[src/rtl/as6500_tdc_control.sv]
// AS6500 TDC SPI sequencer: power-on reset, config write/verify, init,
// then one 12-byte result read per angle-sync rising edge in run mode.
//
// Ports:
//   i_clk_50m, i_rst      : system clock, synchronous active-high reset
//   i_angle_sync          : async angle pulse, rising edge requests a read
//   i_motor_state         : 1 = motor at speed, reads permitted
//   i_tdc_init            : level, 1 starts the configuration sequence
//   i_tdc_spi_miso        : SPI data from the TDC
//   o_tdc_spi_mosi/ssn/clk: SPI mode 1 master outputs
//   o_rise_data/fall_data : channel-1 / channel-2 stop results
//   o_tdc_err_sig         : config readback mismatch
//   o_tdc_new_sig         : one-cycle strobe, new rise/fall data valid
module as6500_tdc_control #(
    parameter int SPI_DIV = 2,
    parameter int CFG_NUM = 17,
    parameter int DATA_W  = 24
) (
    input  logic              i_clk_50m,
    input  logic              i_rst,
    input  logic              i_angle_sync,
    input  logic              i_motor_state,
    input  logic              i_tdc_init,
    input  logic              i_tdc_spi_miso,
    output logic              o_tdc_spi_mosi,
    output logic              o_tdc_spi_ssn,
    output logic              o_tdc_spi_clk,
    output logic [DATA_W-1:0] o_rise_data,
    output logic [DATA_W-1:0] o_fall_data,
    output logic              o_tdc_err_sig,
    output logic              o_tdc_new_sig
);

    typedef enum logic [2:0] {
        WAIT_INIT, POR, WR_CFG, VERIFY, INIT, IDLE, READ, DONE
    } state_t;

    typedef enum logic [2:0] {
        PH_IDLE, PH_LEAD, PH_HI, PH_LO, PH_TRAIL, PH_GAP
    } phase_t;

    localparam logic [8:0] DIV_END = 9'(SPI_DIV - 1);
    localparam logic [8:0] GAP_END = 9'(2 * SPI_DIV - 1);

    state_t      state;
    phase_t      phase;
    logic [8:0]  cnt;
    logic [2:0]  bit_cnt;
    logic [4:0]  byte_cnt;
    logic [7:0]  rx;
    logic [7:0]  tx_cur;
    logic [7:0]  tx_next;
    logic        match;
    logic        frame_state;
    logic        sync_rise;
    logic [2:0]  sync_q;
    logic [DATA_W-1:0] rise_buf;
    logic [DATA_W-1:0] fall_buf;

    function automatic logic [7:0] cfg_byte(input logic [4:0] a);
        logic [7:0] v;
        case (a)
            5'd0:    v = 8'h31;
            5'd1:    v = 8'h01;
            5'd2:    v = 8'h1F;
            5'd3:    v = 8'h40;
            5'd4:    v = 8'h0D;
            5'd5:    v = 8'h03;
            5'd6:    v = 8'hC0;
            5'd7:    v = 8'h53;
            5'd8:    v = 8'hA1;
            5'd9:    v = 8'h13;
            5'd10:   v = 8'h00;
            5'd11:   v = 8'h0A;
            5'd12:   v = 8'hCC;
            5'd13:   v = 8'hCC;
            5'd14:   v = 8'hF1;
            5'd15:   v = 8'h7D;
            5'd16:   v = 8'h04;
            default: v = 8'h00;
        endcase
        return v;
    endfunction

    // Byte idx of the frame issued in state st (idx 0 is the opcode).
    function automatic logic [7:0] tx_byte(input state_t st,
                                           input logic [4:0] idx);
        logic [7:0] v;
        case (st)
            POR:     v = 8'h30;
            WR_CFG:  v = (idx == 5'd0) ? 8'h80 : cfg_byte(idx - 5'd1);
            VERIFY:  v = (idx == 5'd0) ? 8'h40 : 8'h00;
            INIT:    v = 8'h18;
            READ:    v = (idx == 5'd0) ? 8'h68 : 8'h00;
            default: v = 8'h00;
        endcase
        return v;
    endfunction

    function automatic logic [4:0] last_byte(input state_t st);
        logic [4:0] v;
        case (st)
            WR_CFG:  v = 5'(CFG_NUM);
            VERIFY:  v = 5'd1;
            READ:    v = 5'd12;
            default: v = 5'd0;
        endcase
        return v;
    endfunction

    assign tx_cur      = tx_byte(state, byte_cnt);
    assign tx_next     = tx_byte(state, byte_cnt + 5'd1);
    assign frame_state = (state == POR) || (state == WR_CFG) ||
                         (state == VERIFY) || (state == INIT) ||
                         (state == READ);
    assign sync_rise   = sync_q[1] & ~sync_q[2];

    always_ff @(posedge i_clk_50m) begin
        if (i_rst) sync_q <= 3'b000;
        else       sync_q <= {sync_q[1:0], i_angle_sync};
    end

    always_ff @(posedge i_clk_50m) begin
        if (i_rst) begin
            state          <= WAIT_INIT;
            phase          <= PH_IDLE;
            cnt            <= '0;
            bit_cnt        <= '0;
            byte_cnt       <= '0;
            rx             <= '0;
            match          <= 1'b0;
            rise_buf       <= '0;
            fall_buf       <= '0;
            o_tdc_spi_ssn  <= 1'b1;
            o_tdc_spi_clk  <= 1'b0;
            o_tdc_spi_mosi <= 1'b0;
            o_rise_data    <= '0;
            o_fall_data    <= '0;
            o_tdc_err_sig  <= 1'b0;
            o_tdc_new_sig  <= 1'b0;
        end else begin
            o_tdc_new_sig <= 1'b0;

            case (phase)
                PH_IDLE: begin
                    if (frame_state) begin
                        o_tdc_spi_ssn <= 1'b0;
                        phase         <= PH_LEAD;
                        cnt           <= '0;
                        bit_cnt       <= '0;
                        byte_cnt      <= '0;
                    end
                end
                PH_LEAD: begin
                    if (cnt == DIV_END) begin
                        cnt            <= '0;
                        o_tdc_spi_clk  <= 1'b1;
                        o_tdc_spi_mosi <= tx_cur[7];
                        phase          <= PH_HI;
                    end else begin
                        cnt <= cnt + 9'd1;
                    end
                end
                PH_HI: begin
                    if (cnt == DIV_END) begin
                        cnt           <= '0;
                        o_tdc_spi_clk <= 1'b0;
                        rx            <= {rx[6:0], i_tdc_spi_miso};
                        phase         <= PH_LO;
                    end else begin
                        cnt <= cnt + 9'd1;
                    end
                end
                PH_LO: begin
                    if (cnt == DIV_END) begin
                        cnt <= '0;
                        if (bit_cnt != 3'd7) begin
                            bit_cnt        <= bit_cnt + 3'd1;
                            o_tdc_spi_clk  <= 1'b1;
                            o_tdc_spi_mosi <= tx_cur[3'd6 - bit_cnt];
                            phase          <= PH_HI;
                        end else begin
                            // rx holds the byte just completed
                            if (state == VERIFY && byte_cnt == 5'd1)
                                match <= (rx == cfg_byte(5'd0));
                            if (state == READ && byte_cnt >= 5'd4 &&
                                byte_cnt <= 5'd6)
                                rise_buf <= {rise_buf[DATA_W-9:0], rx};
                            if (state == READ && byte_cnt >= 5'd10)
                                fall_buf <= {fall_buf[DATA_W-9:0], rx};
                            if (byte_cnt == last_byte(state)) begin
                                phase <= PH_TRAIL;
                            end else begin
                                byte_cnt       <= byte_cnt + 5'd1;
                                bit_cnt        <= '0;
                                o_tdc_spi_clk  <= 1'b1;
                                o_tdc_spi_mosi <= tx_next[7];
                                phase          <= PH_HI;
                            end
                        end
                    end else begin
                        cnt <= cnt + 9'd1;
                    end
                end
                PH_TRAIL: begin
                    if (cnt == DIV_END) begin
                        cnt            <= '0;
                        o_tdc_spi_ssn  <= 1'b1;
                        o_tdc_spi_mosi <= 1'b0;
                        phase          <= PH_GAP;
                        case (state)
                            POR:    state <= WR_CFG;
                            WR_CFG: state <= VERIFY;
                            VERIFY: begin
                                o_tdc_err_sig <= ~match;
                                state         <= match ? INIT : POR;
                            end
                            INIT:   state <= IDLE;
                            READ: begin
                                o_rise_data   <= rise_buf;
                                o_fall_data   <= fall_buf;
                                o_tdc_new_sig <= 1'b1;
                                state         <= DONE;
                            end
                            default: state <= state;
                        endcase
                    end else begin
                        cnt <= cnt + 9'd1;
                    end
                end
                PH_GAP: begin
                    // ssn stays high for 2*SPI_DIV cycles between frames
                    if (cnt == GAP_END) begin
                        cnt   <= '0;
                        phase <= PH_IDLE;
                    end else begin
                        cnt <= cnt + 9'd1;
                    end
                end
                default: phase <= PH_IDLE;
            endcase

            case (state)
                WAIT_INIT: if (i_tdc_init) state <= POR;
                IDLE:      if (sync_rise && i_motor_state) state <= READ;
                DONE:      state <= IDLE;
                default:   ;
            endcase
        end
    end

endmodule

[config.mk]
export PLATFORM = sky130hd
export DESIGN_NAME = as6500_tdc_control
export DESIGN_NICKNAME = d
export VERILOG_FILES = /design/src/rtl/as6500_tdc_control.sv
export SDC_FILE = /design/constraint.sdc
export NUM_CORES = 1
export LEC_CHECK = 0
export CORE_MARGIN = 2
export CORE_UTILIZATION = 52
export CTS_CLUSTER_SIZE = 25
export DETAILED_ROUTE_END_ITERATION = 10
export GPL_TIMING_DRIVEN = 0
export PLACE_DENSITY = 0.81
export SETUP_SLACK_MARGIN = 0.05
export SLEW_MARGIN = 20
export SYNTH_ARGS = -nofsm -noshare
export SYNTH_HDL_FRONTEND = slang
export SYNTH_SLANG_ARGS = --single-unit
[constraint.sdc]
create_clock -name i_clk_50m -period 2.5 [get_ports i_clk_50m]
set_input_delay 0.25 -clock i_clk_50m [delete_from_list [all_inputs] [get_ports i_clk_50m]]
set_output_delay 0.25 -clock i_clk_50m [all_outputs]
set_load 0.01 [all_outputs]
==> impl_metrics.json, run 1 <==
{
  "start_util_pct": 53.7,
  "end_kind": "flop",
  "rsz0062_at_grt": "true",
  "antenna_found_initial": 0,
  "synth_top_area_share_pct": 44.0,
  "route.detailed.drc": 0,
  "io_buffers": 58,
  "ys.flop_type": "dfxtp_1",
  "async_reset_ff_share_pct": 0,
  "cts.sinks": 136,
  "yosysTopAreaCell": "dfxtp_1",
  "yosys-top-cells-area": "dfxtp_1 44%, mux2i_1 9.7%, nand2_1 7.6%",
  "grt.total_usage_pct": 26.2,
  "max_freq_mhz": 408,
  "relSlewSlack_pct": 48.1,
  "cp.arrival_ps": 2750,
  "drive_gt1_share_pct": 11.4,
  "crit_required_ps": 2800,
  "ant_nets": 0,
  "setup_tns_ps": 0,
  "clock_path_buffers": 2,
  "fp.coreArea_sq_um": 11500,
  "dp_hpwl_um": 11100,
  "fin_nets": 837,
  "status": "finished clean",
  "cts_root_buf": "clkbuf_16",
  "r2r-start": "byte_cnt[0]",
  "io_pins": 59,
  "clk_pin_slew_ps": 60,
  "vias": 5767,
  "syn_inst": 736,
  "area_growth_pct": 26.8,
  "drt_wl_total_um": 17000,
  "ys_seq_area_share_pct": 44.0,
  "synth.distinct_cells": 64,
  "leakage_nw": 2.69,
  "final-setup-viol-count": 0,
  "finalCritPeriodShare_pct": 98.0,
  "tightestPinTransition_ps": 778,
  "powerDensity_nw_per_um2": 704,
  "dieHeight_um": 113,
  "drv_slew": 0,
  "startpoint": "byte_cnt[0]",
  "endpoint": "o_tdc_spi_mosi",
  "wl_per_cell_um": 17.4,
  "rows": 39,
  "grt_first_pass_wirelength_um": 26900,
  "vdd_drop_max_mv": 0.612,
  "maxCapViolations": 0,
  "insertion_delay_ps": 410,
  "dieWidth_um": 113,
  "cts_hold_buf": 0,
  "routed_via_density": 5.91,
  "fillers": 837,
  "postSynthAreaPerCell_sq_um": 8.41,
  "cts_buffers": 17,
  "overflow": 0,
  "grt_pass1_vias": 5496,
  "grt_max_degree": 17,
  "power_w": 0.00553,
  "finalHoldViolCount": 0,
  "rrSetupSlack_ps": 50,
  "die_area_sq_um": 12800,
  "cts_tree": "built",
  "worst_hold_path_type": "primary input to flop",
  "skew_ps": 9.04,
  "yosys_warnings": 0,
  "first_pass_iters": 5,
  "fin_area_sq_um": 7850,
  "critical_path.max_fanout": 10,
  "syn_area_sq_um": 6190,
  "antenna_cells": 0,
  "gp_congestion": 0.944,
  "path_class": "flop to flop",
  "cts.htree.levels": 4,
  "synth_edf_count": 0,
  "r2r-end": "o_tdc_spi_mosi",
  "ff2ff_path_depth": 12,
  "syn_nets": 753,
  "drt_iter0_drc": 430,
  "ys_ff_latch": 136,
  "placed_area_sq_um": 6990,
  "cp-start-kind": "flop",
  "final.min_clock_period_ps": 2450
}
[state kept, by name, indices dropped and copies added (netlist names), 3 cells and up]
signal / flops
state: 3
sync_q: 3
byte_cnt: 5
o_rise_data: 24
fall_buf: 24
o_fall_data: 24
rx: 8
cnt: 9
phase: 3
rise_buf: 24
bit_cnt: 3
[synth_stat cells, types with 7 or more instances]
cell type / count
a21oi_1: 73
mux2i_1: 60
nand2_1: 125
nand3_1: 17
nor2_1: 91
nor2b_1: 10
nand4_1: 8
inv_1: 15
buf_2: 7
nand2b_1: 10
xor2_1: 7
o21ai_0: 24
or3_1: 7
clkbuf_1: 40
ha_1: 11
xnor2_1: 7
dfxtp_1: 136
[metal layers]
layer  track usage (%)  vias up  wire, um
met4              10.4        0       507
met3              5.20       46      1160
met1              31.1     2737      6750
met5                 0        -         0
met2              46.4      285      8580
li1                  -     2699         -
[cells in the final DEF, fill, tap and decap left out, types with 6 or more instances in the layout]
master / count
xor2_1: 7
clkdlybuf4s50_1: 58
nand3_1: 17
inv_1: 12
nor2_1: 90
bufinv_16: 6
or3_1: 7
clkbuf_16: 18
ha_1: 9
buf_4: 12
nand4_1: 8
nand2b_1: 10
xnor2_1: 7
clkbuf_1: 30
dfxtp_1: 134
o21ai_0: 22
nand2_1: 125
a21oi_1: 73
buf_2: 7
nor2b_1: 10
mux2i_1: 59
[cell families after synthesis]
family | synth area share, %
XOR/XNOR | 2.24
multiplexers | 10.1
adder cells (fa/ha/maj) | 2.55
buffers and inverters | 5.09
AO/OA/AOI/OAI | 13.3
AND/OR/NAND/NOR | 22.8
flip-flops | 44.0
[worst max-delay path, cell delays in order (launching register included)]
cell and delay (ps):
dfxtp_2 340, clkbuf_8 130, clkbuf_16 150, clkinvlp_4 130, ha_4 220, clkbuf_4 190, nor4bb_1 150, o21a_1 210
a211oi_4 230, a211oi_2 60, a21oi_1 160, o31ai_2 90, o31a_1 280
[cell type report]
| type | instances | area (sq um) | share of cell area [%] |
|---|---|---|---|
| Multi-Input combinational cell | 531 | 3250 | 41.3 |
| Tap cell | 143 | 179 | 2.28 |
| Inverter | 16 | 70.1 | 0.892 |
| Sequential cell | 136 | 2730 | 34.7 |
| Clock inverter | 12 | 221 | 2.82 |
| Clock buffer | 20 | 457 | 5.82 |
| Buffer | 51 | 303 | 3.86 |
| Timing Repair Buffer | 67 | 648 | 8.25 |
[power by group]
| group | total, W | internal (W) | switching, W |
|---|---|---|---|
| sequential | 0.00223 | 0.00220 | 0.0000327 |
| clock | 0.00283 | 0.00192 | 0.000913 |
| combinational | 0.000459 | 0.000151 | 0.000308 |
[repair_timing]
item                       4_1_cts  5_1_grt
buffers inserted                 7        2
setup endpoints to repair       11       56
resized for setup               18       24
pin swaps                        4        4
[through the flow]
stage | std cells | hold WS [ps] | setup slack [ps] | util (%)
3_5_place_dp | 937 | 440 | -449 | 60.7
2_1_floorplan | 736 | 378 | 77.6 | -
4_1_cts | 976 | 446 | 27.9 | 67.6
5_1_grt | 976 | 462 | -57.1 | 68.2
6_report | 976 | 451 | 48.9 | 68.2
3_3_place_gp | 937 | 422 | -370 | 60.7
[worst min-delay path by stage]
stage / slack (ps) / from / endpoint / depth (start not counted)
floorplan: 380 / i_angle_sync / sync_q[0] / 1
global placement: 420 / sync_q[0] / sync_q[1] / 1
detailed placement: 440 / sync_q[0] / sync_q[1] / 1
finish: 450 / i_angle_sync / sync_q[0] / 2
global route: 460 / sync_q[0] / sync_q[1] / 1
CTS: 450 / i_angle_sync / sync_q[0] / 2
Power figures use the tool's default switching activity.
==> run 2: changes to the inputs <==
clock period = 2.2 ns   (was 2.5 ns; I/O delays follow)
==> impl_metrics.json, run 2 (synthesis results as in run 1) <==
{
  "layout_commonest_cell": "dfxtp_1",
  "most-common-layout-cells": "128 x dfxtp_1, 123 x nand2_1, 87 x nor2_1",
  "start_util_pct": 53.7,
  "finalHoldViolCount": 0,
  "powerDensity_nw_per_um2": 770,
  "grt_max_degree": 17,
  "die_area_sq_um": 12800,
  "rrSetupSlack_ps": -170,
  "pre_cts_slack_ps": -390,
  "final.min_clock_period_ps": 2370,
  "crit_required_ps": 2520,
  "vias": 5924,
  "cp.arrival_ps": 2680,
  "cts_hold_buf": 0,
  "relSlewSlack_pct": 49.6,
  "area_growth_pct": 36.7,
  "vdd_drop_max_mv": 0.934,
  "antenna_cells": 0,
  "rows": 39,
  "critical_path.max_fanout": 6,
  "hold_depth": 2,
  "gp_congestion": 0.899,
  "rsz0062_at_grt": "true",
  "cts_root_buf": "clkbuf_16",
  "ff2ff_path_depth": 10,
  "power_w": 0.00652,
  "grt.total_usage_pct": 28.3,
  "fin_util_pct": 73.5,
  "first_pass_iters": 9,
  "routed_via_density": 5.89,
  "drt_wl_total_um": 19000,
  "final-setup-viol-count": 48,
  "r2r-end": "o_tdc_spi_mosi",
  "timing.final.ws_setup_ps": -169,
  "worst_hold_path_type": "primary input to flop",
  "startpoint": "byte_cnt[1]",
  "skew_ps": 7.14,
  "io_pins": 59,
  "fin_nets": 867,
  "timing.hold.ws_ps": 368,
  "path_class": "flop to flop",
  "cts_tree": "built",
  "overflow": 0,
  "cts.sinks": 136,
  "grt_first_pass_wirelength_um": 28600,
  "drive_gt1_share_pct": 19.6,
  "dp_hpwl_um": 11300,
  "cts.htree.levels": 4,
  "io_buffers": 58,
  "dieWidth_um": 113,
  "violations": "design-rule violations, negative setup slack",
  "max_freq_mhz": 422,
  "status": "finished, violations left",
  "drv_slew": 0,
  "insertion_delay_ps": 420,
  "fp.coreArea_sq_um": 11500,
  "cp-start-kind": "flop",
  "end_kind": "flop",
  "maxCapViolations": 0,
  "drt_iter0_drc": 549,
  "ant_nets": 0,
  "leakage_nw": 2.95,
  "endpoint": "o_tdc_spi_mosi",
  "finalCritPeriodShare_pct": 108,
  "clk_pin_slew_ps": 60,
  "wl_per_cell_um": 18.9,
  "tightestPinTransition_ps": 757,
  "grt_pass1_vias": 5659,
  "clock_path_buffers": 2,
  "cts_buffers": 17,
  "r2r-start": "byte_cnt[1]",
  "dieHeight_um": 113,
  "antenna_found_initial": 0,
  "route.detailed.drc": 3
}
[run 2: cell types whose count changed in the layout (fill, tap and decap cells not counted), moves of 4 or more]
cell	before	now
nand3_1	17	13
buf_2	7	3
clkbuf_1	30	21
dfxtp_1	134	128
o21ai_2	4	0
clkbuf_2	4	10
mux2i_1	59	53
buf_6	1	17
dfxtp_2	1	5
buf_4	12	26
[run 2: worst min path at each step]
stage,slack [ps],from,endpoint
CTS,370,i_angle_sync,sync_q[0]
finish,370,i_angle_sync,sync_q[0]
detailed placement,450,o_rise_data[14],o_rise_data[14]
floorplan,350,i_angle_sync,sync_q[0]
global route,380,i_angle_sync,sync_q[0]
global placement,440,rise_buf[21],o_rise_data[21]
[run 2: metrics by stage]
step / cells / TNS (ps) / cell area [sq um]
floorplan: 736 / 0 / 6290
global placement: 937 / -7100 / 7050
detailed placement: 937 / -9000 / 7050
CTS: 999 / -2740 / 8230
global route: 1006 / -6230 / 8460
finish: 1006 / -2720 / 8460
[run 2: report_power, final]
group	total, W	internal (W)	switching (W)
Combinational	0.000663	0.000269	0.000394
Clock	0.00331	0.00224	0.00108
Sequential	0.00254	0.00250	0.0000425
[run 2: layout make-up]
| class | count | area, sq um |
|---|---|---|
| Multi-Input combinational cell | 531 | 3430 |
| Timing Repair Buffer | 100 | 993 |
| Fill cell | 741 | 3050 |
| Inverter | 16 | 73.8 |
| Buffer | 48 | 363 |
| Clock buffer | 19 | 433 |
| Tap cell | 143 | 179 |
| Clock inverter | 13 | 250 |
| Sequential cell | 136 | 2740 |
[run 2: worst max-delay path: stages (launching register included)]
cell and delay (ps):
dfxtp_4 370, clkbuf_16 130, clkinvlp_4 120, ha_4 230
and3b_1 180, maj3_2 340, a211oi_4 300, a211oi_2 80
a21oi_2 150, o31ai_2 90, o31a_1 270
[run 2: repair_timing]
action / CTS / global route
setup endpoints to repair: 102 / 98
pin swaps: 15 / 20
gates resized for setup: 50 / 79
setup buffers: 29 / 16
cloned: 4 / 0
endpoints found under the hold margin: 0 / 0
[run 2: per-layer routing]
metal  global-route usage (%)  routed length (um)
met5                        0                   0
met4                     11.2                 548
met3                     6.37                1100
met2                     48.4                9570
met1                     34.8                7820
==> run 3: changes to the inputs <==
SLEW_MARGIN = 5   (was 20)
==> results of run 3 <==
Final layout, timing and power as in run 2 (identical DEF).
